--- config.mk ---
export PLATFORM = sky130hd
export DESIGN_NAME = ex_mdu
export DESIGN_NICKNAME = d
export VERILOG_FILES = /design/src/rtl/ex_mdu_pkg.sv /design/src/rtl/mdu_negate.sv /design/src/rtl/ex_mdu.sv
export SDC_FILE = /design/constraint.sdc
export NUM_CORES = 1
export LEC_CHECK = 0
export CAP_MARGIN = 10
export CORE_AREA = 3 3 189 191
export CTS_BUF_LIST = sky130_fd_sc_hd__clkbuf_4 sky130_fd_sc_hd__clkbuf_8
export DETAILED_ROUTE_END_ITERATION = 7
export DIE_AREA = 0 0 192 194
export PLACE_DENSITY_LB_ADDON = 0.12
export SYNTH_ARGS = -nofsm -noshare
export SYNTH_HDL_FRONTEND = slang
export SYNTH_HIERARCHICAL = 1
export SYNTH_SLANG_ARGS = --single-unit
--- constraint.sdc ---
create_clock -name clk -period 4.5 [get_ports clk]
set_input_delay 1.125 -clock clk [delete_from_list [all_inputs] [get_ports clk]]
set_output_delay 1.125 -clock clk [all_outputs]
set_load 0.03 [all_outputs]
--- src/rtl/ex_mdu_pkg.sv ---
// Shared opcode encodings, FSM states and operand-signedness helpers for the M-extension unit.
package ex_mdu_pkg;

  localparam int unsigned OP_W = 3;
  localparam int unsigned RD_W = 5;

  localparam logic [6:0] FUNCT7_MDU = 7'b0000001;

  localparam logic [OP_W-1:0] OP_MUL    = 3'd0;
  localparam logic [OP_W-1:0] OP_MULH   = 3'd1;
  localparam logic [OP_W-1:0] OP_MULHSU = 3'd2;
  localparam logic [OP_W-1:0] OP_MULHU  = 3'd3;
  localparam logic [OP_W-1:0] OP_DIV    = 3'd4;
  localparam logic [OP_W-1:0] OP_DIVU   = 3'd5;
  localparam logic [OP_W-1:0] OP_REM    = 3'd6;
  localparam logic [OP_W-1:0] OP_REMU   = 3'd7;

  typedef enum logic [1:0] {
    ST_IDLE = 2'd0,
    ST_CALC = 2'd1,
    ST_FIX  = 2'd2,
    ST_DONE = 2'd3
  } mdu_state_e;

  function automatic logic op1_signed(input logic [OP_W-1:0] op);
    return op inside {OP_MUL, OP_MULH, OP_MULHSU, OP_DIV, OP_REM};
  endfunction

  function automatic logic op2_signed(input logic [OP_W-1:0] op);
    return op inside {OP_MUL, OP_MULH, OP_DIV, OP_REM};
  endfunction

endpackage

--- src/rtl/mdu_negate.sv ---
// Conditional two's-complement negate; used for operand magnitudes and result sign fix-up.
module mdu_negate #(
  parameter int unsigned W = 32
) (
  input  logic         en,
  input  logic [W-1:0] a,
  output logic [W-1:0] y_c
);

  assign y_c = en ? (~a + W'(1)) : a;

endmodule

--- src/rtl/ex_mdu.sv ---
// Iterative RV32M multiply/divide unit: shift-add multiply and restoring divide, one bit per cycle.
module ex_mdu
  import ex_mdu_pkg::*;
#(
  parameter int unsigned XLEN = 32
) (
  input  logic            clk,
  input  logic            rstn,
  input  logic            start_i,
  input  logic [OP_W-1:0] op_i,
  input  logic [XLEN-1:0] op1_i,
  input  logic [XLEN-1:0] op2_i,
  input  logic [RD_W-1:0] rd_addr_i,
  input  logic            kill_i,
  output logic            ex_hold_flag_o,
  output logic            busy_o,
  output logic            result_valid_o,
  output logic [XLEN-1:0] result_o,
  output logic [RD_W-1:0] rd_addr_o
);

  localparam int unsigned CNT_W = $clog2(XLEN);
  localparam int unsigned PW    = 2 * XLEN;
  localparam logic [XLEN-1:0] MIN_INT = {1'b1, {(XLEN-1){1'b0}}};

  mdu_state_e       state_q, state_d;
  logic             accept;
  logic [OP_W-1:0]  op_q;
  logic [RD_W-1:0]  rd_q;
  logic [XLEN-1:0]  opb_q;
  logic [PW-1:0]    prod_q;
  logic [CNT_W-1:0] cnt_q;
  logic             neg_res_q, neg_rem_q;
  logic [XLEN-1:0]  result_q;
  logic [RD_W-1:0]  rd_addr_q;

  // Issue-time operand signs, magnitudes and special-case divide detection
  logic            s1, s2, div_zero, div_ovf, special;
  logic [XLEN-1:0] abs1, abs2, special_res;

  assign s1       = op1_signed(op_i) & op1_i[XLEN-1];
  assign s2       = op2_signed(op_i) & op2_i[XLEN-1];
  assign div_zero = op_i[2] & (op2_i == '0);
  assign div_ovf  = ((op_i == OP_DIV) || (op_i == OP_REM)) & (op1_i == MIN_INT) & (op2_i == '1);
  assign special  = div_zero | div_ovf;
  assign special_res = div_zero ? (op_i[1] ? op1_i : '1) : (op_i[1] ? '0 : MIN_INT);

  mdu_negate #(.W(XLEN)) u_abs1 (.en(s1), .a(op1_i), .y_c(abs1));
  mdu_negate #(.W(XLEN)) u_abs2 (.en(s2), .a(op2_i), .y_c(abs2));

  // One iteration step: multiply keeps {acc, multiplier}, divide keeps {remainder, dividend/quotient}
  logic [XLEN:0] mul_sum, div_trial, div_diff;
  logic [PW-1:0] mul_next, div_next;

  assign mul_sum   = {1'b0, prod_q[PW-1:XLEN]} + (prod_q[0] ? {1'b0, opb_q} : '0);
  assign mul_next  = {mul_sum, prod_q[XLEN-1:1]};
  assign div_trial = prod_q[PW-1:XLEN-1];
  assign div_diff  = div_trial - {1'b0, opb_q};
  assign div_next  = {(div_diff[XLEN] ? div_trial[XLEN-1:0] : div_diff[XLEN-1:0]),
                      prod_q[XLEN-2:0], ~div_diff[XLEN]};

  logic [PW-1:0]   prod_fix;
  logic [XLEN-1:0] quo_fix, rem_fix, fix_res;

  mdu_negate #(.W(PW))   u_fix_prod (.en(neg_res_q), .a(prod_q),             .y_c(prod_fix));
  mdu_negate #(.W(XLEN)) u_fix_quo  (.en(neg_res_q), .a(prod_q[XLEN-1:0]),   .y_c(quo_fix));
  mdu_negate #(.W(XLEN)) u_fix_rem  (.en(neg_rem_q), .a(prod_q[PW-1:XLEN]),  .y_c(rem_fix));

  always_comb begin
    fix_res = rem_fix;
    case (op_q)
      OP_MUL:                       fix_res = prod_fix[XLEN-1:0];
      OP_MULH, OP_MULHSU, OP_MULHU: fix_res = prod_fix[PW-1:XLEN];
      OP_DIV, OP_DIVU:              fix_res = quo_fix;
      default:                      fix_res = rem_fix;
    endcase
  end

  always_ff @(posedge clk) begin
    if (!rstn) state_q <= ST_IDLE;
    else       state_q <= state_d;
  end

  always_comb begin
    state_d        = state_q;
    accept         = 1'b0;
    ex_hold_flag_o = 1'b0;
    case (state_q)
      ST_IDLE: begin
        if (start_i && !kill_i) begin
          accept         = 1'b1;
          ex_hold_flag_o = 1'b1;
          state_d        = special ? ST_DONE : ST_CALC;
        end
      end
      ST_CALC: begin
        ex_hold_flag_o = 1'b1;
        if (kill_i)            state_d = ST_IDLE;
        else if (cnt_q == '0)  state_d = ST_FIX;
      end
      ST_FIX: begin
        ex_hold_flag_o = 1'b1;
        state_d        = kill_i ? ST_IDLE : ST_DONE;
      end
      default: state_d = ST_IDLE;
    endcase
  end

  always_ff @(posedge clk) begin
    if (!rstn) begin
      op_q      <= '0;
      rd_q      <= '0;
      opb_q     <= '0;
      prod_q    <= '0;
      cnt_q     <= '0;
      neg_res_q <= 1'b0;
      neg_rem_q <= 1'b0;
      result_q  <= '0;
      rd_addr_q <= '0;
    end else begin
      case (state_q)
        ST_IDLE: begin
          if (accept) begin
            op_q      <= op_i;
            rd_q      <= rd_addr_i;
            neg_res_q <= s1 ^ s2;
            neg_rem_q <= s1;
            cnt_q     <= CNT_W'(XLEN - 1);
            opb_q     <= op_i[2] ? abs2 : abs1;
            prod_q    <= {{XLEN{1'b0}}, (op_i[2] ? abs1 : abs2)};
            if (special) begin
              result_q  <= special_res;
              rd_addr_q <= rd_addr_i;
            end
          end
        end
        ST_CALC: begin
          prod_q <= op_q[2] ? div_next : mul_next;
          cnt_q  <= cnt_q - CNT_W'(1);
        end
        ST_FIX: begin
          if (!kill_i) begin
            result_q  <= fix_res;
            rd_addr_q <= rd_q;
          end
        end
        default: ;
      endcase
    end
  end

  // A kill arriving in DONE suppresses the strobe so a flushed op never writes back
  assign result_valid_o = (state_q == ST_DONE) & ~kill_i;
  assign busy_o         = (state_q != ST_IDLE);
  assign result_o       = result_q;
  assign rd_addr_o      = rd_addr_q;

endmodule
==> results, run 1 <==
- The flow ran to the end, and the final reports show no timing, DRC or antenna violations.
- The arrival time at the worst endpoint is 4390 ps.
- After detailed routing, the total wire length is slightly above 60000 um.
- The number of global-route vias before repair was 16.44k.
- The final RePlAce weighted congestion is 0.9334.
- Clock tree synthesis found a total of 150 sinks.
- Max-cap violations in this run came to 0.
- The count of unique library cells instantiated by Yosys is between 90 and 100.
- The clock skew after layout is between 15 and 20 ps.
- The worst setup path is captured at a flop.
- The count of final hold-check violations is 0.
- The floorplan step defined a core boundary enclosing about 34000 um^2.
- The hold buffer count at CTS is 0.
- The final-report max-slew violation count is 0.
- The die width is between 150 and 200 um.
- The worst pin sits at a relative slew slack of 20.68%.
- The worst IR drop on VDD is roughly 0.00021 V.
- For this design the static power due to leakage is between 7 and 8 nW.
- The maximum buffer depth of the clock tree is 2.
- After technology mapping, the gate count stands at 2195.
- The design draws 5.472 mW.
- In the global route stage, overall resource usage came out at between 30% and 40%.
- In the finished design, the share of the clock period the worst path needs comes to 88.87%.
- In the synthesized netlist, the cells that appear most often are xnor2_1, a21oi_1, nor2_1.
- Counting cells, the worst reg-to-reg path comes to 12.
- The hold-critical path endpoint is rd_q[2].
- The estimated wirelength of the detail-placed design is between 40000 and 50000 um.
- The largest net degree at the start of global routing is 120.
- The share of cells above drive strength 1 is between 8 and 9%.
- The count of antenna diodes in the layout is 0.
- The area share of the leading cell type in the synthesized netlist is between 10% and 20%.
- Counting flops with a built-in enable in the synthesized netlist gives 0.
- Setup violations remaining at the end of the flow were counted as 0.
- The data required time at the worst endpoint is 4890 ps.
- The maximum level of the CTS H-tree is 4.
- The clock transition at the register clock pins on the worst setup and hold paths after CTS is 110 ps.
- Dividing total power by cell area gives a power density of roughly 290 nW/um^2.
- In the routed layout, each cell is associated on average with a via count of 6.452.
- The shortest clock period the worst path allows after layout is 3999 ps.
- The synthesized netlist occupies a cell area of 16970 um^2.
- Setup slack on the worst reg-to-reg path comes out at around 500 ps.
- Across all layers, the routed design uses 17.56k vias.
- The achievable clock frequency is 250.0 MHz.
- The most instantiated flip-flop cell in the synthesis netlist is dfxtp_1.
- The post-synthesis cell type with the largest combined area is dfxtp_1.
- At the pin with the least slew margin, the transition time is 1188 ps.
- The number of nets with antenna violations after routing is 0.
- The first-pass GRT wire length is ~96000 um.
- The min-delay analysis places its worst path in the category flop to flop.
- The die outline height is between 150 and 200 um.
- TritonCTS built the clock tree.
- The critical path goes through buf_4, and2_1, ha_1, a21o_1, a21oi_1, o21bai_1, nor3_1, nand4_1, a41oi_1, o21ai_0, xor2_1, a221o_1.
- The floorplan step defined a die boundary enclosing ~37000 um^2.
- The synthesis-to-layout area growth is 12.45%.
- Setup repair after global routing left no endpoint under its margin.
- The total clock buffers created by CTS is 17.
- The worst hold path was traced through 2 stages.
- Synthesis produced a netlist with a net count of 2349.
- After clock tree synthesis, the repair step resized 0 gates.
- Ranked by total cell area, the synthesized netlist is headed by dfxtp_1, xnor2_1, a211oi_1.
- Yosys instantiated no cell more often than xnor2_1.
- The destination of the worst register-to-register timing path is prod_q[61].
- The number of ports placed on the die boundary is approximately 120.
- For this run, the detailed router's first-pass iteration total came to 7.
- The initial antenna violation count was 0.
- On the worst path, the slowest cell contributes a delay of 760 ps.
- Adding up every negative setup slack in the final design gives 0 ps.
- The average instance in the mapped netlist occupies around 7.7 um^2.
- After the first detailed-routing iteration, the DRC count stood at 1620.
- Synthesis inferred 150 register bits.
- Sequential elements use 17.69% of the synthesized area.
- The type of origin of the critical path is a flop.
- In this run the worst path has a maximum fanout of 19.
- The final net count is 2408.
- Dividing the detail-routed wire length by the instance count gives 22.69 um.
- The worst hold slack across all endpoints is 460.9 ps.
- Post-CTS timing repair inserted 0 buffers for setup.
- The largest individual stage delay along the critical path comes from the cell dfxtp_1.
- The cell sitting at the root of the clock tree is a clkbuf_8.
- The latest clock arrival within the worst-skew pair is 490 ps.
- In the routed design, unresolved DRC markers number 0.
- The worst setup path is of the flop to flop kind.
- Port buffering added 115 buffers.
- In this run the critical register-to-register path is launched from prod_q[0].
- The share of synthesized registers carrying an async set or reset is 0%.
- The count of warnings emitted by yosys is 6.
- The worst hold path begins at rd_q[2].
- The floorplan has between 60 and 70 rows.
- The sum of overflow across all layers after global routing is 0.
- The starting density of the core is 49.50%.
==> metal layers <==
layer	up-vias	global-route usage [%]	wire, um
li1	8340	-	-
met1	8396	44.20	27250
met2	712	52.80	28380
met3	113	4.827	4172
met4	0	9.795	1962
met5	-	0	0
==> critical path: cells and delay by family, from the launching register on <==
family	cells	cell delay [ps]
buffers and inverters	1	350
xor gates and xnor gates	1	180
adders and majority gates	1	320
AOI/OAI and AO/OA	6	1460
DFF	1	760
and+or+nand+nor	3	820
==> registers in the layout, indices dropped and copies added, names as in the netlist <==
| register | count |
|---|---|
| prod_q | 64 |
| opb_q | 32 |
| result_o | 32 |
| cnt_q | 5 |
| rd_addr_o | 5 |
| rd_q | 5 |
| op_q | 3 |
| state_q | 2 |
| neg_rem_q | 1 |
| neg_res_q | 1 |
==> kinds of logic (layout without fill, tap and decap cells) <==
family	count (synthesis)	count (layout)	synth area share, %
AO/OA/AOI/OAI	737	737	30.18
XOR/XNOR	233	233	12.02
adder cells (fa/ha/maj)	78	78	5.838
buffers and inverters	213	285	5.167
flip-flops	150	150	17.69
multiplexers	100	100	5.949
AND/OR/NAND/NOR	684	684	23.15
==> power by group <==
part           internal [mW]  total (mW)  switching, mW
registers               1.43        1.63          0.198
logic                   1.02        2.70           1.68
clock network          0.473        1.15          0.673
==> cell usage in the layout, fill, tap and decap left out, drive strengths merged, types with 11 or more instances in the layout <==
| master | instances |
|---|---|
| o22ai | 34 |
| nand3 | 37 |
| ha | 76 |
| o21bai | 11 |
| xor2 | 17 |
| o41ai | 49 |
| dfxtp | 150 |
| a21oi | 182 |
| clkbuf | 17 |
| mux2i | 93 |
| buf | 66 |
| or2 | 13 |
| nand4 | 33 |
| clkdlybuf4s50 | 114 |
| nor2b | 42 |
| nand2b | 62 |
| or4 | 17 |
| nand2 | 144 |
| o211ai | 12 |
| o21ai | 114 |
| o221ai | 35 |
| nor3 | 32 |
| nor4 | 41 |
| nor2 | 158 |
| a22oi | 18 |
| a211oi | 137 |
| inv | 83 |
| o31ai | 60 |
| xnor2 | 216 |
| a31oi | 11 |
| or3 | 22 |
| a21o | 33 |
| and2 | 40 |
==> worst max-delay path by stage <==
stage	cells past startpoint	endpoint	startpoint
after global routing	12	prod_q[61]	prod_q[0]
after CTS	6	ex_hold_flag_o	kill_i
after floorplan	6	ex_hold_flag_o	kill_i
final	12	prod_q[61]	prod_q[0]
after global placement	10	prod_q[31]	op2_i[24]
after detailed placement	11	result_o[27]	op2_i[11]
==> through the flow <==
stage	std cells	worst slack, ps	area (um^2)	utilization (%)
detailed placement	2690	503.5	18680	54.47
floorplan	2195	950.6	16970	-
finish	2722	500.7	19090	55.67
global route	2722	325.1	19090	55.67
CTS	2722	546.5	19090	55.67
global placement	2690	553.3	18680	54.47
==> final cells by class <==
class | count | area, um^2
fillers | 3317 | 15200
multi-input cells | 1832 | 13130
flip-flops and latches | 150 | 3005
repair buffers | 180 | 1699
well taps | 455 | 569.3
inverters | 73 | 276.5
clock buffers | 17 | 234.0
clock inverters | 15 | 176.4
No activity file was read; power rests on OpenSTA's default activity.
==> run 2, diff against run 1 <==
--- a/config.mk
+++ b/config.mk
@@ -6,11 +6,13 @@
 export NUM_CORES = 1
 export LEC_CHECK = 0
 export CAP_MARGIN = 10
-export CORE_AREA = 3 3 189 191
+export CELL_PAD_IN_SITES_DETAIL_PLACEMENT = 0
+export CELL_PAD_IN_SITES_GLOBAL_PLACEMENT = 1
+export CORE_AREA = 3 3 195 197
 export CTS_BUF_LIST = sky130_fd_sc_hd__clkbuf_4 sky130_fd_sc_hd__clkbuf_8
 export DETAILED_ROUTE_END_ITERATION = 7
-export DIE_AREA = 0 0 192 194
-export PLACE_DENSITY_LB_ADDON = 0.12
+export DIE_AREA = 0 0 198 200
+export PLACE_DENSITY = 0.95
 export SYNTH_ARGS = -nofsm -noshare
 export SYNTH_HDL_FRONTEND = slang
 export SYNTH_HIERARCHICAL = 1
==> run 2 against run 1 <==
Net effect:
- sequential cell count did not move
- worst setup slack improved by 51 ps
- combinational power barely moved
- via count rose by 1.5%
- first-iteration DRC count rose by 18%
- count of clock-buffer cells in the layout rose by 3
- utilization fell by 3.3 points
==> results, run 2 (synthesized netlist as in run 1, its figures left out) <==
- The number of global-route vias before repair is 16.34k (-0.62%).
- The startpoint of the tightest hold check path is rd_q[1].
- The first-pass GRT wire length is 94890 um (-1.1%).
- The clock tree from TritonCTS is built.
- The sink count of the clock tree is 150 (unchanged).
- The kind of cell with the highest combined delay along the critical path is buffers and inverters.
- The switching power of the nets is 2.501 mW (-1.9%).
- The setup slack at placement is 326.2 ps (-177.3 ps).
- The share of total power consumed by net switching is 46.46% (-0.11 points).
- The clock share of power was 19.8% (-1.1 points).
- The cell row count is 70 (+2.9%).
- The type of the worst setup path is input port to output pin.
- The worst IR drop on VDD is 0.0001955 V (-7.9%).
- The count of final hold-check violations was 0 (unchanged).
- The latest clock arrival within the worst-skew pair is 490 ps (about the same).
- The number of ports placed on the die boundary came to 116 (unchanged).
- In this run the most used layer during global routing was met2.
- The max-slew headroom at the worst pin is 17.36% (-3.3 points).
- The clock skew after layout is 19.21 ps (+0.05840 ps).
- The maximum buffer depth of the clock tree is 2 (unchanged).
- The data required time at the worst endpoint is 3380 ps (-1510 ps).
- The root buffer selected by CTS is clkbuf_8.
- The die outline height is 200 um (+3.1%).
- The endpoint identified for the worst register-to-register timing path is prod_q[55].
- The number of iterations in the first detailed-routing pass is 6 (-1).
- The cell total after placement was 2708 (+0.67%).
- The combinational power share is 49.7% (+0.3 points).
- The share of cells above drive strength 1 is 9.111% (+0.20 points).
- The number of DRC violations after detailed-routing iteration 0 is 1905 (+18%).
- The initial antenna violation count is 0 (unchanged).
- The ratio of total power to cell area is 282.2 nW/um^2 (-1.6%).
- The end-of-flow core utilization was 52.37% (-3.3 points).
- The worst-case reg-to-reg path depth is 10 (-2).
- The final-report max-slew violation count is 0 (unchanged).
- The die width is 198 um (+3.1%).
- The count of antenna diodes in the layout is 0 (unchanged).
- The total core area is 36430 um^2 (+6.3%).
- The portion of the clock cycle consumed by the worst path in the final layout is 87.73% (-1.1 points).
- The total of endpoints with negative setup slack in the final report was 0 (unchanged).
- The average routed wire per standard cell came to 22.69 um (about the same).
- The longest individual stage delay on the worst path is 690 ps (-70 ps).
- The die outline area is 39600 um^2 (+6.3%).
- The total internal power was 2.883 mW (-1.4%).
- The shortest clock period the worst path allows after layout was 3948 ps (-51.43 ps).
- The count of fill cells added during filler insertion is 3545 (+6.9%).
- The setup slack of the critical path after layout came to 552.1 ps (+51.43 ps).
- The final net count is 2413 (+0.21%).
- The largest fanout on the critical path was 5 (-14).
- The number of vias after detailed routing is 17.82k (+1.5%).
- The flow ran to the end, and the final reports show no timing, DRC or antenna violations.
- The routing usage on met2 was 49.85% (-2.9 points).
- The startpoint of the most critical register-to-register path is prod_q[38].
- The hold buffer count at CTS is 0 (unchanged).
- The clock transition at the register clock pins on the worst setup and hold paths after CTS is 100 ps (about the same).
- The kind of capture point of the worst setup path is an output pin.
- The worst hold path stage count is 2 (unchanged).
- The estimated wirelength of the detail-placed design is 47910 um (+0.97%).
- The count of max-cap constraint violations is 0 (unchanged).
- The class of the worst hold path is flop to flop.
- The hold-critical path endpoint is rd_q[1].
- The sum of overflow across all layers after global routing was 0 (unchanged).
- The final RePlAce weighted congestion is 1.021 (+9.4%).
- Leaving out fill and tap cells, the most frequent cell in the layout is xnor2_1.
- Counting flops per register, the top entry is prod_q.
- Setup repair after global routing left no endpoint under its margin.
- The slack of the worst reg-to-reg path was 570 ps (+70 ps).
- The worst hold slack across all endpoints is 461.4 ps (+0.4280 ps).
- The largest net degree at the start of global routing was 105 (-13%).
- The type of origin of the critical path is an input port.
- The flip-flop count of the largest register, all copies and words added is 64 (unchanged).
- The aggregate routed wire length is 62180 um (+0.68%).
- The synthesis-to-layout area growth came to 12.41% (about the same).
- The total clock buffers created by CTS came to 17 (unchanged).
- The starting density of the core is 46.59% (-2.9 points).
- The transition time at the pin with the least slew margin is 1238 ps (+49.65 ps).
- The post-CTS setup-driven buffer insertion count is 0 (unchanged).
- The arrival time at the worst endpoint is 2820 ps (-1570 ps).
- In the layout the commonest cells are xnor2_1, a21oi_1, nor2_1, dfxtp_1, nand2_1.
- The maximum level of the CTS H-tree came to 4 (unchanged).
- The achievable clock frequency is 253.3 MHz (+1.3%).
- The routed via count divided by cell count is 6.503 (+0.80%).
- The count of buffer and inverter cells on the critical path is 3 (+2).
- The overall global routing resource usage is 30.35% (-2.1 points).
- The post-route non-filler standard cell count is 2740 (+0.66%).
- The met3 capacity usage during global routing is 5.707% (+0.88 points).
- The detailed-route DRC error count came to 0 (unchanged).
- The number of instances resized during post-cts repair is 0 (unchanged).
- The sequential fraction of design power is 30.5% (+0.8 points).
- The count of buffers from port buffering was 115 (unchanged).
- The critical path goes through clkdlybuf4s50_1, inv_1, and3_2, nor2_1, nor2_1, clkdlybuf4s50_1.
- The met1 layer usage reported by global route was 39.87% (-4.3 points).
- The number of nets with antenna violations after routing was 0 (unchanged).
- The leakage power is 7.021 nW (about the same).
- The cell with the biggest individual delay on the critical path is clkdlybuf4s50_1.
- The accumulated negative setup slack is 0 ps (unchanged).
run 2: layout make-up:
cell class	count	area, um^2	share of cell area [%]
clock inverter	12	107.6	0.5639
tap	468	585.6	3.069
clock buffer	20	269.0	1.410
timing repair buffer	185	1712	8.970
multi-input combinational	1832	13130	68.79
inverter	73	275.3	1.443
sequential	150	3005	15.75
run 2: routing by layer:
layer  wire [um]  up-vias
li1            -     8341
met4        2543        0
met5           0        -
met3        5165      159
met2       28290      867
met1       26180     8451
run 2: stage by stage:
stage | power [mW] | area (um^2)
6_report | 5.384 | 19080
5_1_grt | 5.648 | 19080
4_1_cts | 5.316 | 19080
3_5_place_dp | 4.266 | 18700
3_3_place_gp | 4.213 | 18700
2_1_floorplan | 3.491 | 16970
run 2: power groups by stage:
stage               clock, mW  sequential (mW)  combinational, mW
floorplan                   0             1.60               1.89
global placement            0             1.66               2.55
detailed placement          0             1.66               2.60
CTS                      1.07             1.63               2.62
global route             1.13             1.65               2.87
finish                   1.06             1.64               2.68
run 2: worst max path at each step:
stage / startpoint / slack [ps] / to / cells after the start
3_5_place_dp: op2_i[23] / 330 / result_o[7] / 11
6_report: kill_i / 550 / ex_hold_flag_o / 6
3_3_place_gp: op1_i[6] / 250 / prod_q[10] / 10
5_1_grt: prod_q[38] / 340 / prod_q[55] / 10
4_1_cts: kill_i / 550 / ex_hold_flag_o / 6
2_1_floorplan: kill_i / 950 / ex_hold_flag_o / 6
run 2: worst min-delay path, stage by stage, from the launching register on:
cell and delay [ps]:
dfxtp_1 320, nand2_1 50, a21oi_1 50
